`src/rtl/regex_pc_split_fifo.sv`:
```
// -----------------------------------------------------------------------------
// regex_pc_split_fifo
//
// Dual-push / single-pop PC buffer between the regex CPU execute stage and its
// output port. A SPLIT produces two successor PCs (pc+1 and the branch target)
// in one cycle. Both are absorbed in that cycle and drained one per cycle.
//
// Handshake:
//   Input side: a push is taken only when in_ready is high. in_ready is
//     derived from registered occupancy only, so it never depends on out_ready.
//     While in_ready is low the producer holds its inputs and nothing changes.
//   Output side: out_valid/out_ready. The head entry is consumed on a cycle
//     where both are high. While out_valid is high and out_ready is low, out_pc
//     and out_cc_id are held stable.
//
// Parameters:
//   PC_WIDTH              width of a program counter
//   CC_ID_BITS            width of the character-channel id tag
//   FIFO_WIDTH_POWER_OF_2 log2 of depth (DEPTH = 2**FIFO_WIDTH_POWER_OF_2, >= 2)
//
// Ports:
//   clk, rst                  clock; asynchronous active-low reset
//   in0_valid/pc/cc_id        slot 0 (fall-through, pc+1), written first
//   in1_valid/pc/cc_id        slot 1 (split target), written after slot 0
//   in_ready                  at least two free entries
//   out_valid/pc/cc_id        head of FIFO (first-word fall-through)
//   out_ready                 consumer takes the head this cycle
//   occupancy                 number of stored entries
//   running                   occupancy != 0 or any input slot valid
//
// Configuration macro:
//   REGEX_SPLIT_DEDUP_EN      when defined, a dual push of two identical
//                             (pc, cc_id) pairs stores only slot 0.
// -----------------------------------------------------------------------------
module regex_pc_split_fifo #(
    parameter int PC_WIDTH              = 9,
    parameter int CC_ID_BITS            = 2,
    parameter int FIFO_WIDTH_POWER_OF_2 = 3
) (
    input  logic                             clk,
    input  logic                             rst,
    input  logic                             in0_valid,
    input  logic [PC_WIDTH-1:0]              in0_pc,
    input  logic [CC_ID_BITS-1:0]            in0_cc_id,
    input  logic                             in1_valid,
    input  logic [PC_WIDTH-1:0]              in1_pc,
    input  logic [CC_ID_BITS-1:0]            in1_cc_id,
    output logic                             in_ready,
    output logic                             out_valid,
    output logic [PC_WIDTH-1:0]              out_pc,
    output logic [CC_ID_BITS-1:0]            out_cc_id,
    input  logic                             out_ready,
    output logic [FIFO_WIDTH_POWER_OF_2:0]   occupancy,
    output logic                             running
);

    localparam int AW    = FIFO_WIDTH_POWER_OF_2;
    localparam int DEPTH = 1 << AW;
    localparam int EW    = PC_WIDTH + CC_ID_BITS;
    // in_ready threshold: at most DEPTH-2 entries stored leaves room for two.
    localparam logic [AW:0] READY_LIMIT = (AW+1)'(DEPTH - 2);

    // Entry layout: {cc_id, pc}
    logic [EW-1:0] mem [DEPTH];

    logic [AW-1:0] rd_ptr;
    logic [AW-1:0] wr_ptr;
    logic [AW:0]   occ;

    logic          dup;
    logic          wr0;
    logic          wr1;
    logic [AW-1:0] wr1_addr;
    logic [AW:0]   n_push;
    logic          pop;

`ifdef REGEX_SPLIT_DEDUP_EN
    // A SPLIT whose target equals pc+1 would otherwise queue the same thread twice.
    assign dup = in0_valid & in1_valid & (in0_pc == in1_pc) & (in0_cc_id == in1_cc_id);
`else
    assign dup = 1'b0;
`endif

    assign in_ready = (occ <= READY_LIMIT);
    assign wr0      = in_ready & in0_valid;
    assign wr1      = in_ready & in1_valid & ~dup;
    // Slot 1 lands right after slot 0, or at wr_ptr itself when slot 0 is idle.
    assign wr1_addr = wr_ptr + AW'(wr0);
    assign n_push   = (AW+1)'(wr0) + (AW+1)'(wr1);
    assign pop      = (occ != '0) & out_ready;

    // Storage carries no reset; contents are only visible when out_valid is high.
    always_ff @(posedge clk) begin
        if (wr0) mem[wr_ptr]   <= {in0_cc_id, in0_pc};
        if (wr1) mem[wr1_addr] <= {in1_cc_id, in1_pc};
    end

    always_ff @(posedge clk or negedge rst) begin
        if (!rst) begin
            rd_ptr <= '0;
            wr_ptr <= '0;
            occ    <= '0;
        end else begin
            // Pointers are exactly AW bits wide, so they wrap modulo DEPTH.
            wr_ptr <= wr_ptr + n_push[AW-1:0];
            if (pop) rd_ptr <= rd_ptr + 1'b1;
            occ    <= occ + n_push - (AW+1)'(pop);
        end
    end

    assign out_valid = (occ != '0);
    assign out_pc    = mem[rd_ptr][PC_WIDTH-1:0];
    assign out_cc_id = mem[rd_ptr][EW-1:PC_WIDTH];
    assign occupancy = occ;
    assign running   = (occ != '0) | in0_valid | in1_valid;

endmodule
```
`config.mk`:
```
export PLATFORM = sky130hd
export DESIGN_NAME = regex_pc_split_fifo
export DESIGN_NICKNAME = d
export VERILOG_FILES = /design/src/rtl/regex_pc_split_fifo.sv
export SDC_FILE = /design/constraint.sdc
export NUM_CORES = 1
export LEC_CHECK = 0
export BUFFER_PORTS_ARGS = -buffer_cell sky130_fd_sc_hd__buf_2
export CAP_MARGIN = 10
export CORE_MARGIN = 4
export CORE_UTILIZATION = 40
export CTS_BUF_LIST = sky130_fd_sc_hd__clkbuf_8
export DETAILED_ROUTE_END_ITERATION = 6
export PLACE_DENSITY = 0.55
export SLEW_MARGIN = 30
export SYNTH_ARGS = -nofsm -noshare
export SYNTH_HDL_FRONTEND = slang
export SYNTH_SLANG_ARGS = --single-unit
```
`constraint.sdc`:
```
create_clock -name clk -period 4.05 [get_ports clk]
set_input_delay 1.215 -clock clk [delete_from_list [all_inputs] [get_ports clk]]
set_output_delay 1.215 -clock clk [all_outputs]
set_load 0.02 [all_outputs]
```
# After elaboration in Yosys (flattened, before gate mapping)
# Memories as Yosys holds them, arrays and structs flattened.
# Index checks and enable logic that the tools add are counted.
classes:
  magnitude_cmp: 1
  add_sub_neg: 6
  bitwise: 5
  reduce_logical: 1
  n_mux: 4
op_table:
  columns: ["operator", "n"]
  rows:
  - ["$add 4x2->4", 1]
  - ["$le 4x3->1 const B", 1]
  - ["$mux 1", 4]
  - ["$reduce_bool 4->1", 1]
  - ["$sub 4x1->4", 1]
  - ["$add 3x1->3", 1]
  - ["$add 3x1->3 const B", 1]
  - ["$add 3x2->3", 1]
  - ["$and 1x1->1", 3]
  - ["$add 1x1->2", 1]
  - ["$or 1x1->1", 2]
totals:
  output_inout_bits: 18
  regBits: 10
  ramBits: 88
  memories: 1
  elab_cells: 21
memory_table:
  columns: ["memory", "depth", "word_bits", "rd", "rd_clocked_by_memory_dff", "write_ports", "line", "rtl"]
  rows:
  - ["mem", 8, 11, 1, 0, 2, "64", "logic [EW-1:0] mem [DEPTH];"]

# Depth between registers and ports, before layout
# Gate-level depths: netlist (run 1).
depth:
  depth_word: 5
  mapped_depth: 15
  mapped_depth_nobuf: 15

# Worst setup path before layout (run 1)
# OpenSTA, ideal clock, no wires.
synth_path:
  path_type: "flip-flop to flip-flop"
  startpoint: "register occ[3] (netlist: occupancy[3])"
  endpoint: "memory mem[7][0] (netlist bit), enable pin"
  path_buffers: 1
  period_less_slack_ns: 3.477
  path_stages_with_launch: 15
  path_slack_ns: 0.573
  arrival_ns: 3.096
  path_cell_list: "dfrtp_1 > inv_1 > ha_1 > nand2_1 > mux2_4 > inv_2 > nand2_1 > inv_1 > ha_1 > ha_1 > xor2_2 > nand2_1 > nor3_2 > buf_4 > o21bai_1"
synth_lines:
  columns: ["item", "line", "rtl"]
  rows:
  - ["start, declared", "68", "logic [AW:0] occ;"]
  - ["start signal, assigned", "107", "occ <= occ + n_push - (AW+1)'(pop);"]
  - ["end, declared", "64", null]

# Worst setup path after layout (run 1)
layout_path:
  startpoint: "register rd_ptr[1]"
  endpoint: "output port out_pc[8]"
layout_between:
  elab_chain_len: 1
layout_rtl:
  columns: ["item", "line", "rtl"]
  rows:
  - ["start, declared", "66", "logic [AW-1:0] rd_ptr;"]
  - ["start signal, assigned", "106", "if (pop) rd_ptr <= rd_ptr + 1'b1;"]
  - ["$mem_v2 8x11", null, null]
  - ["end, declared", "50", "output logic [PC_WIDTH-1:0] out_pc,"]
# Every way passes these cells.

==> results.md, run 1 <==
* Crit path time final at ~3.4 ns
* Largest buffer count on any clock path at 2
* Post-CTS setup buffer count at 0
* Non-Filler Instances at 556
* # setup viols final at 0
* Critical Path RT at around 2.8 ns
* Global-route wire length before repair at approximately 19,000 um
* Max-slew violation count at 0
* Routed len/inst at between 20 and 25 um
* Placed cells at 540
* Reg power frac at roughly 38%
* Hold EP: occupancy[0]
* Hold path depth at 1
* Top_reg_cell synth: edfxtp_1
* Worst R2R Path Depth at 13
* Antenna violations before repair at 0
* Logic pwr share at between 40% and 50%
* Ranking of synthesized cells by area: edfxtp_1 50%, mux2_2 17%, mux4_2 9.3%
* Layout net count at 421
* Most instantiated cells after synthesis: 88 x edfxtp_1, 82 x mux2_2, 22 x mux4_2
* Final setup skew at around 0.0093 ns
* Hold Vio Cnt, Final at 0
* Vias in the first global route at around 3,100
* Fin crit share at a little under nine tenths
* TritonRoute pass-1 iters at 4
* Most common cell in the synthesized netlist: edfxtp_1
* Num CTS Buffers at 9
* Worst reg2reg path startpoint: occupancy[2]
* VDD IR max at between 300 and 400 uV
* Layout cells sized above 1 at a little under three fifths
* Least-Margin Pin Slew at approximately 0.87 ns
* Sequential cell area fraction in the yosys report at a little over half
* Post-cts sizing count at 0
* Syn Inst Count at around 310
* Die X at roughly 120 um
* P_int at 0.00269 W
* Hold WC Path Type: flop to flop
* DRT Wirelength at 12,400 um
* Max cap viols at 0
* # DRC at 0
* Number of synthesized flops with an enable pin at slightly below 90
* Fillers at between 1,000 and 1,500
* Cell area after synthesis at roughly 5300 um^2
* Area grow syn2layout at 14.7%
* Status: finished, final reports clean
* Clk slew on worst S/H paths at ~0.10 ns
* Io pins at 45
* Crit path kind: flop to primary output
* Clk pwr share at about 17%
* DPL Wire Length at between 8000 and 9000 um
* Die Area at 15,200 um^2
* Slew HR at 41.2%
* Tot GR Track Use at 17.7%
* Starting Density at between 40% and 50%
* Max Clk Rate at 0.290 GHz
* Largest net degree at the start of global routing at 17
* CTS sink count at just under 100
* Area of the multi-input gates at between 2000 and 2500 um^2
* Number of library cell types mapped by synthesis at 31
* Avg Synthesized Cell Area at around 17 um^2
* I/O Buffers at 44
* H-tree Lvls at 3
* Share of the synthesized area in the top cell type at 49.8%
* Switching pwr at between 0.0015 and 0.002 W
* Flop2flop setup slack at about 0.64 ns
* Launch point of the worst hold path: occupancy[0]
* TNS Setup at 0 ns
* Warnings, synthesis at 0
* Starting DRT DRC Count at 182
* Flops & latches, synth at 98
* Post-synth top area cell: edfxtp_1
* Worst-Skew Late Latency at 0.38 ns
* Root buffer cell: clkbuf_8
* Core Footprint at between 10,000 and 15,000 um^2
* Total congestion overflow at 0
* Sw Share at a little under two fifths
* CP max FO at 13
* Final ANT Viol Nets at 0
* DR vias at 2,940
* Total Power at 0.00430 W
* Gp weighted congestion at slightly below 0.8
* Async set-reset flop share out of synthesis at between 10% and 20%
* CTS tree: done
* Critical path arrival at 2.23 ns
* PwrDens at between 700 and 800 nW/um^2
* Post-Syn Nets at 355
* Worst hold slack at 0.589 ns
* CP startpoint kind: flop
* Num rows at 41
* Worst setup EP type: primary output
* Flip-flop and latch area at about 2900 um^2
* Via-to-Cell Ratio at approximately 5.3
* Die span in y at between 100 and 150 um
* Leakage at between 2 and 2.5 nW
* Reg-to-Reg End: mem[7][4]
* RSZ-0062 raised after global routing: false
* Antenna diode count at 0
* # hold bufs at CTS at 0
## metrics by stage
step                      util (%)  area (um^2)  setup slack, ns
final                         47.5         6090            0.602
after CTS                     47.5         6090            0.575
after global placement        45.8         5870            0.584
after global routing          47.5         6090            0.392
after detailed placement      45.8         5870            0.479
after floorplan                  -         5310            0.573
## sequential cells by signal, summed over array words and instances (netlist names)
name,flops
rd_ptr,3
occupancy,4
wr_ptr,3
mem,88
## layer usage
metal  track usage, %  part of all wire, %  vias up
li1                 -                    -     1352
met1             25.1                   47     1513
met2             27.7                   48       61
met3             2.97                  4.1       14
met4             5.81                  1.4        0
met5                0                    0        -
## worst max path at each step
stage / startpoint / endpoint / slack (ns) / depth (start not counted)
CTS: occupancy[3] / mem[7][6] / 0.57 / 13
floorplan: occupancy[3] / mem[7][0] / 0.57 / 14
global route: occupancy[3] / mem[7][6] / 0.39 / 14
global placement: in0_valid / mem[2][3] / 0.58 / 10
finish: rd_ptr[1] / out_pc[8] / 0.60 / 4
detailed placement: in0_valid / mem[7][7] / 0.48 / 9
## kinds of logic after synthesis
group	synth area share, %
multiplexers	32.1
AND/OR/NAND/NOR	3.67
XOR/XNOR	1.44
buffers and inverters	3.06
adder cells (fa/ha/maj)	3.82
AO/OA/AOI/OAI	1.46
flip-flops	54.5
## layout make-up
| type | count | area share (%) |
|---|---|---|
| Sequential cell | 98 | 47.5 |
| Multi-Input combinational cell | 183 | 37.3 |
| Timing Repair Buffer | 70 | 7.03 |
| Tap cell | 172 | 3.53 |
| Clock buffer | 9 | 2.03 |
| Clock inverter | 7 | 1.54 |
| Inverter | 17 | 1.05 |
## power by group through the flow
| stage | clock, W | sequential [W] | combinational (W) |
|---|---|---|---|
| 2_1_floorplan | 0 | 0.00154 | 0.00145 |
| 3_3_place_gp | 0 | 0.00164 | 0.00196 |
| 3_5_place_dp | 0 | 0.00164 | 0.00199 |
| 4_1_cts | 0.000729 | 0.00162 | 0.00200 |
| 5_1_grt | 0.000774 | 0.00164 | 0.00214 |
| 6_report | 0.000714 | 0.00162 | 0.00197 |
## worst max-delay path, cell delays in order (launching register included)
cell	delay (ns)
dfrtp_1	0.86
buf_12	0.23
mux4_2	0.32
mux2_2	0.27
buf_2	0.16
## placed cells by master (no fill, tap or decap)
master / instances
xnor2_1: 3
clkbuf_8: 9
o21bai_2: 1
mux2_4: 19
bufinv_16: 2
buf_12: 1
clkinv_2: 1
o31ai_2: 1
dfrtp_1: 10
xor2_2: 1
inv_2: 1
xnor2_2: 1
fa_1: 2
buf_4: 25
buf_2: 44
nand3_1: 4
ha_1: 13
or3_1: 1
a41o_1: 1
inv_6: 1
a21oi_1: 1
a31o_2: 1
mux4_2: 22
xor2_1: 2
o21bai_1: 1
mux2_2: 82
a21o_1: 3
inv_1: 17
nor2_1: 8
o41ai_2: 1
clkinvlp_4: 1
edfxtp_1: 88
nor3_2: 2
clkinv_4: 1
nand2_1: 9
nor4_4: 4
(Power assumes the default switching activity.)
==> run 2, diff against run 1 <==
Settings changed: MAX_ROUTING_LAYER from default to met4.
==> results.md, run 2 (same netlist as run 1, synthesis figures left out) <==
* Hold path depth at 1 (unchanged)
* Reg-to-Reg End: mem[7][4]
* TNS Setup at 0 ns (unchanged)
* I/O Buffers at 44 (unchanged)
* Post-cts sizing count at 0 (unchanged)
* Final ANT Viol Nets at 0 (unchanged)
* # DRC at 0 (unchanged)
* Tot GR Track Use at 18.2% (+0.52 points)
* Global-route wire length before repair at 19,000 um (+0.18%)
* VDD IR max at 321 uV (-0.27%)
* CP startpoint kind: flop
* Critical Path RT at 2.83 ns (about the same)
* Gp weighted congestion at 0.799 (+1.4%)
* TritonRoute pass-1 iters at 4 (unchanged)
* Num CTS Buffers at 9 (unchanged)
* Core Footprint at 12,800 um^2 (unchanged)
* CTS tree: done
* Vias in the first global route at 3,116 (-0.13%)
* Total congestion overflow at 0 (unchanged)
* Hold WC Path Type: flop to flop
* Antenna violations before repair at 0 (unchanged)
* Buf/Inv on CP at 2 (unchanged)
* Num rows at 41 (unchanged)
* DRT Wirelength at 12,400 um (-0.10%)
* Die Area at 15,200 um^2 (unchanged)
* Top routing layer in use: met4
* Area grow syn2layout at 14.7% (unchanged)
* Met1 wire length at 5840 um (+0.21%)
* DP Area at 5870 um^2 (unchanged)
* H-tree Lvls at 3 (unchanged)
* Routed wl met3 at 496 um (-2.2%)
* CTS sink count at 98 (unchanged)
* Clk slew on worst S/H paths at 0.10 ns (about the same)
* Leakage at 2.26 nW (unchanged)
* Antenna diode count at 0 (unchanged)
* Hold EP: occupancy[0]
* Io pins at 45 (unchanged)
* DR vias at 2,940 (unchanged)
* Die X at 123 um (unchanged)
* Max cap viols at 0 (unchanged)
* Via-to-Cell Ratio at 5.29 (unchanged)
* CP max FO at 13 (unchanged)
* Finished Cell Area at 6090 um^2 (unchanged)
* Biggest register: mem
* # setup viols final at 0 (unchanged)
* Post-Place Setup Slack at 0.479 ns (unchanged)
* Critical path arrival at 2.23 ns (about the same)
* Routed len/inst at 22.3 um (-0.10%)
* Total Power at 0.00430 W (-0.13%)
* Starting DRT DRC Count at 223 (+23%)
* Setup ws final at 0.608 ns (+0.00693 ns)
* Flip-flop count of the largest register after layout at 88 (unchanged)
* DPL Wire Length at 8700 um (unchanged)
* Worst reg2reg path startpoint: occupancy[2]
* RSZ-0062 raised after global routing: false
* CP Cell Sequence: buf_12 -> mux4_2 -> mux2_2 -> buf_2
* Routed wl met2 at 5900 um (-0.25%)
* Most common cell after layout, fill and taps aside: edfxtp_1
* Worst setup EP type: primary output
* Least-Margin Pin Slew at 0.921 ns (+0.0490 ns)
* Die span in y at 123 um (unchanged)
* Status: finished, final reports clean
* Worst hold slack at 0.590 ns (+0.00138 ns)
* Most frequent cells in the layout: 88 x edfxtp_1, 82 x mux2_2, 44 x buf_2
* Slew HR at 37.9% (-3.3 points)
* Crit path kind: flop to primary output
* Hold Vio Cnt, Final at 0 (unchanged)
* Post-CTS setup buffer count at 0 (unchanged)
* Largest buffer count on any clock path at 2 (unchanged)
* Launch point of the worst hold path: occupancy[0]
* CP delay by family, top: flip-flops
* Worst-Skew Late Latency at 0.38 ns (about the same)
* Crit path time final at 3.44 ns (-0.00693 ns)
* Root buffer cell: clkbuf_8
* Crit path largest cell delay at 0.85 ns (about the same)
* Max Clk Rate at 0.291 GHz (+0.20%)
* Fin crit share at 85.0% (-0.17 points)
* Fillers at 1,156 (unchanged)
* Largest net degree at the start of global routing at 17 (unchanged)
* Layout cells sized above 1 at 57.6% (unchanged)
* Max-slew violation count at 0 (unchanged)
* PwrDens at 705 nW/um^2 (-0.13%)
* Starting Density at 41.4% (unchanged)
* Layout net count at 421 (unchanged)
* Worst R2R Path Depth at 13 (unchanged)
* Flop2flop setup slack at 0.65 ns (about the same)
* Highest-delay cell along the critical path: dfrtp_1
* # hold bufs at CTS at 0 (unchanged)
* Final setup skew at 0.0106 ns (+0.00134 ns)
## run 2: cell counts in the layout (fill, tap and decap cells not counted)
No cell type changed its count.
## run 2: worst max-delay path by stage
| stage | to | start | cells after the start | slack [ns] |
|---|---|---|---|---|
| 5_1_grt | mem[7][6] | occupancy[3] | 14 | 0.39 |
| 2_1_floorplan | mem[7][0] | occupancy[3] | 14 | 0.57 |
| 6_report | out_pc[8] | rd_ptr[1] | 4 | 0.61 |
| 3_3_place_gp | mem[2][3] | in0_valid | 10 | 0.58 |
| 4_1_cts | mem[7][6] | occupancy[3] | 13 | 0.57 |
| 3_5_place_dp | mem[7][7] | in0_valid | 9 | 0.48 |
## run 2: worst register-to-register path: cells and delay by family, from the launching register on
family / cells / cell delay, ns
buffers and inverters: 3 / 0.54
adder cells (fa/ha/maj): 3 / 0.68
AND/OR/NAND/NOR: 4 / 0.53
flip-flops: 1 / 0.42
multiplexers: 2 / 0.75
XOR/XNOR: 1 / 0.25
## run 2: report_power, final
| part | internal [W] | total (W) | switching, W | leakage, nW |
|---|---|---|---|---|
| Combinational | 0.000922 | 0.00197 | 0.00105 | 1.24 |
| Clock | 0.000348 | 0.000710 | 0.000362 | 0.111 |
| Sequential | 0.00142 | 0.00162 | 0.000193 | 0.916 |
## run 2: metal layers
layer / GRT usage, % / up-vias
li1: - / 1351
met1: 25.2 / 1510
met2: 27.7 / 65
met3: 2.97 / 14
met4: 5.81 / 0
met5: - / -
## run 2: area by class of cell
class                   instances  area [um^2]  area share, %
repair buffers                 70          428           7.03
inverters                      17         63.8           1.05
flip-flops and latches         98         2890           47.5
clock buffers                   9          124           2.03
multi-input cells             183         2270           37.3
well taps                     172          215           3.53
clock inverters                 7         93.8           1.54
## run 2: metrics by stage
| step | std cells | util [%] |
|---|---|---|
| finish | 556 | 47.5 |
| floorplan | 313 | - |
| global route | 556 | 47.5 |
| detailed placement | 540 | 45.8 |
| CTS | 556 | 47.5 |
| global placement | 540 | 45.8 |
==> run 3, diff against run 2 <==
Clock period 4.05 ns to 3.6 ns, I/O delays scaled along.
==> results.md, run 3 (same netlist as run 1, synthesis figures left out) <==
* Status: finished, final reports clean
* Hold Vio Cnt, Final at 0 (unchanged)
* Via-to-Cell Ratio at 5.28 (-0.16%)
* H-tree Lvls at 3 (unchanged)
* Io pins at 45 (unchanged)
* DR vias at 2,967 (+0.92%)
* Num rows at 41 (unchanged)
* Starting Density at 41.4% (unchanged)
* Placed cells at 546 (+1.1%)
* DP Area at 5930 um^2 (+0.98%)
* Final setup skew at 0.0114 ns (+0.000827 ns)
* Routed len/inst at 22.4 um (+0.26%)
* Die Area at 15,200 um^2 (unchanged)
* Vias in the first global route at 3,012 (-3.3%)
* Critical path arrival at 3.44 ns (+1.21 ns)
* Layout net count at 427 (+1.4%)
* Antenna violations before repair at 0 (unchanged)
* Largest net degree at the start of global routing at 25 (+8)
* Antenna diode count at 0 (unchanged)
* PwrDens at 780 nW/um^2 (+11%)
* Gp weighted congestion at 0.795 (-0.46%)
* Least-Margin Pin Slew at 0.826 ns (-0.0957 ns)
* Slew HR at 44.6% (+6.7 points)
* CP delay by family, top: buffers and inverters
* Root buffer cell: clkbuf_8
* Starting DRT DRC Count at 228 (+2.2%)
* Core Footprint at 12,800 um^2 (unchanged)
* Critical Path RT at 3.69 ns (+0.86 ns)
* Clk slew on worst S/H paths at 0.10 ns (about the same)
* Total congestion overflow at 0 (unchanged)
* CP Cell Sequence: ha_1 -> nand2_1 -> mux2_4 -> inv_2 -> nand2_1 -> inv_2 -> ha_1 -> ha_2 -> xor2_4 -> nand2_1 -> nor3_2 -> buf_4 -> o21bai_1 -> buf_4
* # setup viols final at 0 (unchanged)
* TNS Setup at 0 ns (unchanged)
* Leakage at 2.26 nW (-0.14%)
* Post-CTS setup buffer count at 0 (unchanged)
* Largest buffer count on any clock path at 2 (unchanged)
* Final ANT Viol Nets at 0 (unchanged)
* TritonRoute pass-1 iters at 4 (unchanged)
* RSZ-0062 raised after global routing: false
* Buf/Inv on CP at 4 (+2)
* Max cap viols at 0 (unchanged)
* Hold WC Path Type: input port to asynchronous set/reset pin
* Worst setup EP type: flop
* Highest-delay cell along the critical path: dfrtp_1
* Crit path largest cell delay at 0.42 ns (-0.43 ns)
* I/O Buffers at 44 (unchanged)
* Global-route wire length before repair at 18,900 um (-0.40%)
* Most frequent cells in the layout: 88 x edfxtp_1, 82 x mux2_2, 44 x buf_2
* Worst-Skew Late Latency at 0.38 ns (about the same)
* Max Clk Rate at around 0.30 GHz
* Biggest register: mem
* DRT Wirelength at 12,600 um (+1.3%)
* CP startpoint kind: flop
* CP max FO at 8 (-5)
* Most common cell after layout, fill and taps aside: edfxtp_1
* VDD IR max at 424 uV (+32%)
* CTS sink count at 98 (unchanged)
* Fin crit share at between 90% and 100%
* Crit path kind: flop to flop
* Num CTS Buffers at 9 (unchanged)
* Max-slew violation count at 0 (unchanged)
* # DRC at 0 (unchanged)
* Die X at 123 um (unchanged)
* Area grow syn2layout at 15.2%
* Die span in y at 123 um (unchanged)
* DPL Wire Length at 8760 um (+0.69%)
* Layout cells sized above 1 at 58.7% (+1.2 points)
* Crit path time final at roughly 3.4 ns
* CP most frequent cell: nand2_1
* CTS tree: done
* Flip-flop count of the largest register after layout at 88 (unchanged)
* Tot GR Track Use at 18.1% (-0.11 points)
* Finished Cell Area at 6120 um^2 (+0.47%)
* Non-Filler Instances at 562 (+1.1%)
-- run 3: where the power goes --
part,internal (W),switching (W)
Clock,0.000256,0.000416
Sequential,0.00160,0.000188
Combinational,0.00108,0.00123
Total,0.00293,0.00184
-- run 3: layer usage --
layer / GRT usage, % / share of wire, %
met1: 24.1 / 47
met2: 28.4 / 49
met3: 4.44 / 3.5
met4: 3.74 / 0.70
met5: - / 0
-- run 3: final timing paths --
check | start | end | slack (ns) | cells past startpoint
setup / recovery | occupancy[2] | mem[7][1] | 0.25 | 14
hold / removal | rst | occupancy[0] | 0.54 | 1
setup reg to reg | occupancy[2] | mem[7][1] | 0.25 | 14
hold reg to reg | occupancy[0] | occupancy[0] | 0.61 | 1
max in group asynchronous | rst | wr_ptr[1] | 2.86 | 1
min in group clk | occupancy[0] | occupancy[0] | 0.61 | 1
-- run 3: cell type report --
| cell class | count | area, um^2 |
|---|---|---|
| inverter | 17 | 63.8 |
| sequential | 98 | 2890 |
| tap | 172 | 215 |
| fill | 1149 | 6710 |
| timing repair buffer | 76 | 485 |
| multi-input combinational | 183 | 2280 |
| clock buffer | 9 | 124 |
| clock inverter | 7 | 55.1 |
-- run 3: per-stage QoR --
step | power [W] | utilization, % | hold WS, ns | setup slack, ns
2_1_floorplan | 0.00337 | - | 0.569 | 0.123
3_3_place_gp | 0.00411 | 46.2 | 0.569 | 0.182
3_5_place_dp | 0.00414 | 46.2 | 0.596 | 0.0974
4_1_cts | 0.00483 | 47.6 | 0.530 | 0.0730
5_1_grt | 0.00505 | 47.7 | 0.532 | 0.0400
6_report | 0.00477 | 47.7 | 0.543 | 0.247
-- run 3: timing repair --
action / 4_1_cts / 5_1_grt
setup endpoints to repair: 0 / 44
gates resized for setup: 0 / 3
hold buffers: 0 / 0
